--- src/rtl/serial_sub_8.sv ---
// Bit-serial subtractor: diff = a - b - bin, one bit per clock, LSB first.
// Result and borrow-out are loaded only at the completion edge and held until the next one.
module serial_sub_8 #(
  parameter int unsigned WIDTH = 8
) (
  input  logic             clk,
  input  logic             rst_n,
  input  logic             start,
  input  logic [WIDTH-1:0] a,
  input  logic [WIDTH-1:0] b,
  input  logic             bin,
  output logic             busy,
  output logic             done,
  output logic [WIDTH-1:0] diff,
  output logic             bout
);

  localparam int unsigned CntW = (WIDTH > 2) ? $clog2(WIDTH) : 1;

  typedef enum logic [1:0] {StIdle, StShift, StDone} state_e;

  state_e             state_q, state_d;
  logic [CntW-1:0]    cnt_q, cnt_d;
  logic [WIDTH-1:0]   a_q, a_d;
  logic [WIDTH-1:0]   b_q, b_d;
  logic               br_q, br_d;
  logic [WIDTH-1:0]   res_q, res_d;
  logic [WIDTH-1:0]   diff_q, diff_d;
  logic               bout_q, bout_d;

  logic ai, bi, dbit, nbr;

  always_comb begin
    ai   = a_q[0];
    bi   = b_q[0];
    dbit = ai ^ bi ^ br_q;
    nbr  = (~ai & bi) | (~(ai ^ bi) & br_q);
  end

  always_comb begin
    state_d = state_q;
    cnt_d   = cnt_q;
    a_d     = a_q;
    b_d     = b_q;
    br_d    = br_q;
    res_d   = res_q;
    diff_d  = diff_q;
    bout_d  = bout_q;
    unique case (state_q)
      StIdle: begin
        if (start) begin
          a_d     = a;
          b_d     = b;
          br_d    = bin;
          cnt_d   = '0;
          state_d = StShift;
        end
      end
      StShift: begin
        a_d   = a_q >> 1;
        b_d   = b_q >> 1;
        br_d  = nbr;
        // Difference bits enter at the MSB so bit 0 lands in the LSB after WIDTH shifts.
        res_d = {dbit, res_q[WIDTH-1:1]};
        cnt_d = cnt_q + CntW'(1);
        if (cnt_q == CntW'(WIDTH - 1)) begin
          state_d = StDone;
          diff_d  = {dbit, res_q[WIDTH-1:1]};
          bout_d  = nbr;
        end
      end
      StDone: begin
        state_d = StIdle;
      end
      default: begin
        state_d = StIdle;
      end
    endcase
  end

  always_ff @(posedge clk) begin
    if (!rst_n) begin
      state_q <= StIdle;
      cnt_q   <= '0;
      a_q     <= '0;
      b_q     <= '0;
      br_q    <= 1'b0;
      res_q   <= '0;
      diff_q  <= '0;
      bout_q  <= 1'b0;
    end else begin
      state_q <= state_d;
      cnt_q   <= cnt_d;
      a_q     <= a_d;
      b_q     <= b_d;
      br_q    <= br_d;
      res_q   <= res_d;
      diff_q  <= diff_d;
      bout_q  <= bout_d;
    end
  end

  assign busy = (state_q == StShift);
  assign done = (state_q == StDone);
  assign diff = diff_q;
  assign bout = bout_q;

endmodule

--- config.mk ---
export PLATFORM = sky130hd
export DESIGN_NAME = serial_sub_8
export DESIGN_NICKNAME = d
export VERILOG_FILES = /design/src/rtl/serial_sub_8.sv
export SDC_FILE = /design/constraint.sdc
export NUM_CORES = 1
export LEC_CHECK = 0
export CAP_MARGIN = 5
export CORE_ASPECT_RATIO = 1.25
export CORE_MARGIN = 10
export CORE_UTILIZATION = 55
export DETAILED_ROUTE_END_ITERATION = 10
export HOLD_SLACK_MARGIN = 0.02
export PLACE_DENSITY = 0.85
export SYNTH_ARGS = -nofsm -noshare
export SYNTH_HDL_FRONTEND = slang
export SYNTH_SLANG_ARGS = --single-unit
export TNS_END_PERCENT = 30
--- constraint.sdc ---
create_clock -name clk -period 2.1 [get_ports clk]
set_input_delay 0.21 -clock clk [delete_from_list [all_inputs] [get_ports clk]]
set_output_delay 0.21 -clock clk [all_outputs]
set_load 0.01 [all_outputs]
==> results of run 1 <==
[worst max-delay path: stages, from the launching register on]
cell and delay (ps):
dfxtp_1 440, nand2b_1 210, inv_2 220, clkdlybuf4s50_1 570
[stage by stage]
stage,util (%),hold WS (ps),instance area (sq um),instances,power (mW)
final,69.00,434.3,2013,241,1.428
after global routing,69.00,442.8,2013,241,1.491
after CTS,69.00,427.7,2013,241,1.440
after detailed placement,66.30,448.5,1934,233,0.9852
after global placement,66.30,440.9,1934,233,0.9744
after floorplan,-,360.3,1647,175,0.9276
[logic make-up (layout without fill, tap and decap cells)]
logic type	after synthesis	count (layout)	share of synthesized area, %
fa+ha+maj	3	3	2.735
mux	15	15	9.118
flops	38	38	46.20
buf+inv	18	48	6.914
simple gates	62	62	15.65
compound gates	39	39	19.38
[area by class of cell]
class | instances | share of cell area [%]
timing repair buffer | 35 | 16.78
inverter | 5 | 0.9323
clock buffer | 8 | 3.915
multi-input combinational | 119 | 38.35
sequential | 38 | 37.79
tap | 36 | 2.237
[cell usage in the layout (no fill, tap or decap), drive strengths merged, types with 4 or more instances in the layout]
cell	Yosys	final
nand2	37	37
buf	11	5
o21ai	4	4
inv	5	5
mux2i	15	15
clkdlybuf4s50	0	30
nor2	17	17
a21oi	16	16
dfxtp	38	38
clkbuf	2	8
a211oi	15	15
[how the worst min path moves through the flow]
| stage | start | slack, ps | endpoint |
|---|---|---|---|
| finish | a[7] | 430 | a_q[7] |
| global route | b[7] | 440 | b_q[7] |
| CTS | a[7] | 430 | a_q[7] |
| detailed placement | diff[5] | 450 | diff[5] |
| global placement | cnt_q[2] | 440 | cnt_q[2] |
| floorplan | a[7] | 360 | a_q[7] |
[power by group]
group,internal [mW],switching [mW]
Sequential,0.755,0.0214
Clock,0.229,0.231
Combinational,0.0949,0.0966
[registers in the layout, summed over array words and instances (netlist names)]
signal	count
b_q	8
cnt_q	3
a_q	8
br_q	1
state_q	2
res_q	7
bout	1
diff	8
[per-layer routing]
layer,up-vias,wire length (um)
li1,650,-
met1,619,1313
met2,36,1771
met3,7,246
met4,0,69
met5,-,0
==> results.sh, run 1 <==
export IMPL_status="finished clean"
export IMPL_hold_path_depth=3
export IMPL_drc=0
export IMPL_nFillCells=246
export IMPL_start_kind="flip-flop"
export IMPL_irDropWorstVdd_uv=684.3
export IMPL_nets=227
export IMPL_multi_input_area_sq_um=772.0
export IMPL_ys_seq_area_share_pct=46.20
export IMPL_clock_sinks=38
export IMPL_cts_tree="built"
export IMPL_worstPathRequired_ps=1890
export IMPL_crit_start="state_q[0]"
export IMPL_postCtsSetupRepairBufs=0
export IMPL_io_pins=31
export IMPL_io_buffer_count=30
export IMPL_grtUsageMet2_pct=23.81
export IMPL_routabilityCongestion=0.7569
export IMPL_dp_hpwl_um=2632
export IMPL_slew_violations=0
export IMPL_dieHeight_um=81.18
export IMPL_synth_async_reset_ratio_pct=0
export IMPL_ff2ff_path_depth=5
export IMPL_core_rowCount=22
export IMPL_firstDrtPassIters=4
export IMPL_cap_violations=0
export IMPL_worst_clock_skew_ps=9.406
export IMPL_vias=1312
export IMPL_ant_nets=0
export IMPL_avgSynthCellArea_sq_um=9.409
export IMPL_dp_slack_ps=425.0
export IMPL_clock_latency_ps=340
export IMPL_hp_class="in -> reg"
export IMPL_relSlewSlack_pct=70.43
export IMPL_fmax_ghz=0.5009
export IMPL_yosysMostFrequentCell="dfxtp_1"
export IMPL_yosysWarnings=0
export IMPL_regToRegStartpoint="cnt_q[0]"
export IMPL_ys_ff_latch=38
export IMPL_ff2ff_setup_slack_ps=630
export IMPL_drive_above_1_share_pct=15.12
export IMPL_routedWlPerCell_um=14.11
export IMPL_leakage_nw=0.7461
export IMPL_crit_type="reg -> out"
export IMPL_grt_util_met3_pct=4.270
export IMPL_cts_resized_gates=0
export IMPL_vias_per_cell=5.444
export IMPL_root_buffer="clkbuf_4"
export IMPL_area_growth_syn_to_layout_pct=22.26
export IMPL_setup_violations_final=0
export IMPL_grt_pass1_vias=1390
export IMPL_timing_rr_end="bout"
export IMPL_critPathArrivalTime_ps=1790
export IMPL_pwr_density_cell_nw_per_um2=709.5
export IMPL_grt_pass1_wl_um=5754
export IMPL_worstPathMaxFanout=12
export IMPL_top_usage_layer="met2"
export IMPL_h_tree_depth=2
export IMPL_core_sq_um=2918
export IMPL_regArea_sq_um=760.7
export IMPL_syn_num_nets=198
export IMPL_n_antenna_cell=0
export IMPL_synth_cell_types=27
export IMPL_grt_remaining_overflow=0
export IMPL_syn_area_sq_um=1647
export IMPL_synthCells=175
export IMPL_clkTransAtPathRegs_ps=110
export IMPL_synth_top_area_share_pct=46.20
export IMPL_netlist_top_cells_count="dfxtp_1, nand2_1, a21oi_1"
export IMPL_yosysTopAreaCell="dfxtp_1"
export IMPL_start_util_pct=56.43
export IMPL_synthTopCellsByArea="dfxtp_1, a211oi_2, mux2i_1"
export IMPL_drtIter0Drc=64
export IMPL_grt_total_usage_pct=13.14
export IMPL_cts_buffers=5
export IMPL_antenna_found_initial=0
export IMPL_cp_end_kind="output port"
export IMPL_post_route_period_util_pct=95.06
export IMPL_cts_hold_buf=0
export IMPL_synthFlopType="dfxtp_1"
export IMPL_grt_start_max_net_pins=19
export IMPL_hold_viol_final=0
export IMPL_rsz0062_at_grt="false"
export IMPL_timing_setup_tns_ps=0
export IMPL_dieArea_sq_um=5596
export IMPL_worst_pin_slew_ps=442.2
export IMPL_worst_slack_ps=103.7
export IMPL_crit_end="busy"
export IMPL_met1_usage_pct=12.58
export IMPL_period_needed_ps=1996
export IMPL_synth_edff_count=0
export IMPL_die_width_um=68.94
export IMPL_clockBufferDepth=2
export IMPL_drt_total_wl_um=3401
No activity file was read; power rests on OpenSTA's default activity.
==> run 2: changes to the inputs <==
--- a/config.mk
+++ b/config.mk
@@ -5,7 +5,6 @@
 export SDC_FILE = /design/constraint.sdc
 export NUM_CORES = 1
 export LEC_CHECK = 0
-export CAP_MARGIN = 5
 export CORE_ASPECT_RATIO = 1.25
 export CORE_MARGIN = 10
 export CORE_UTILIZATION = 55
==> results of run 2 <==
Same layout as run 1: the final DEF is identical, and so are final timing and power.
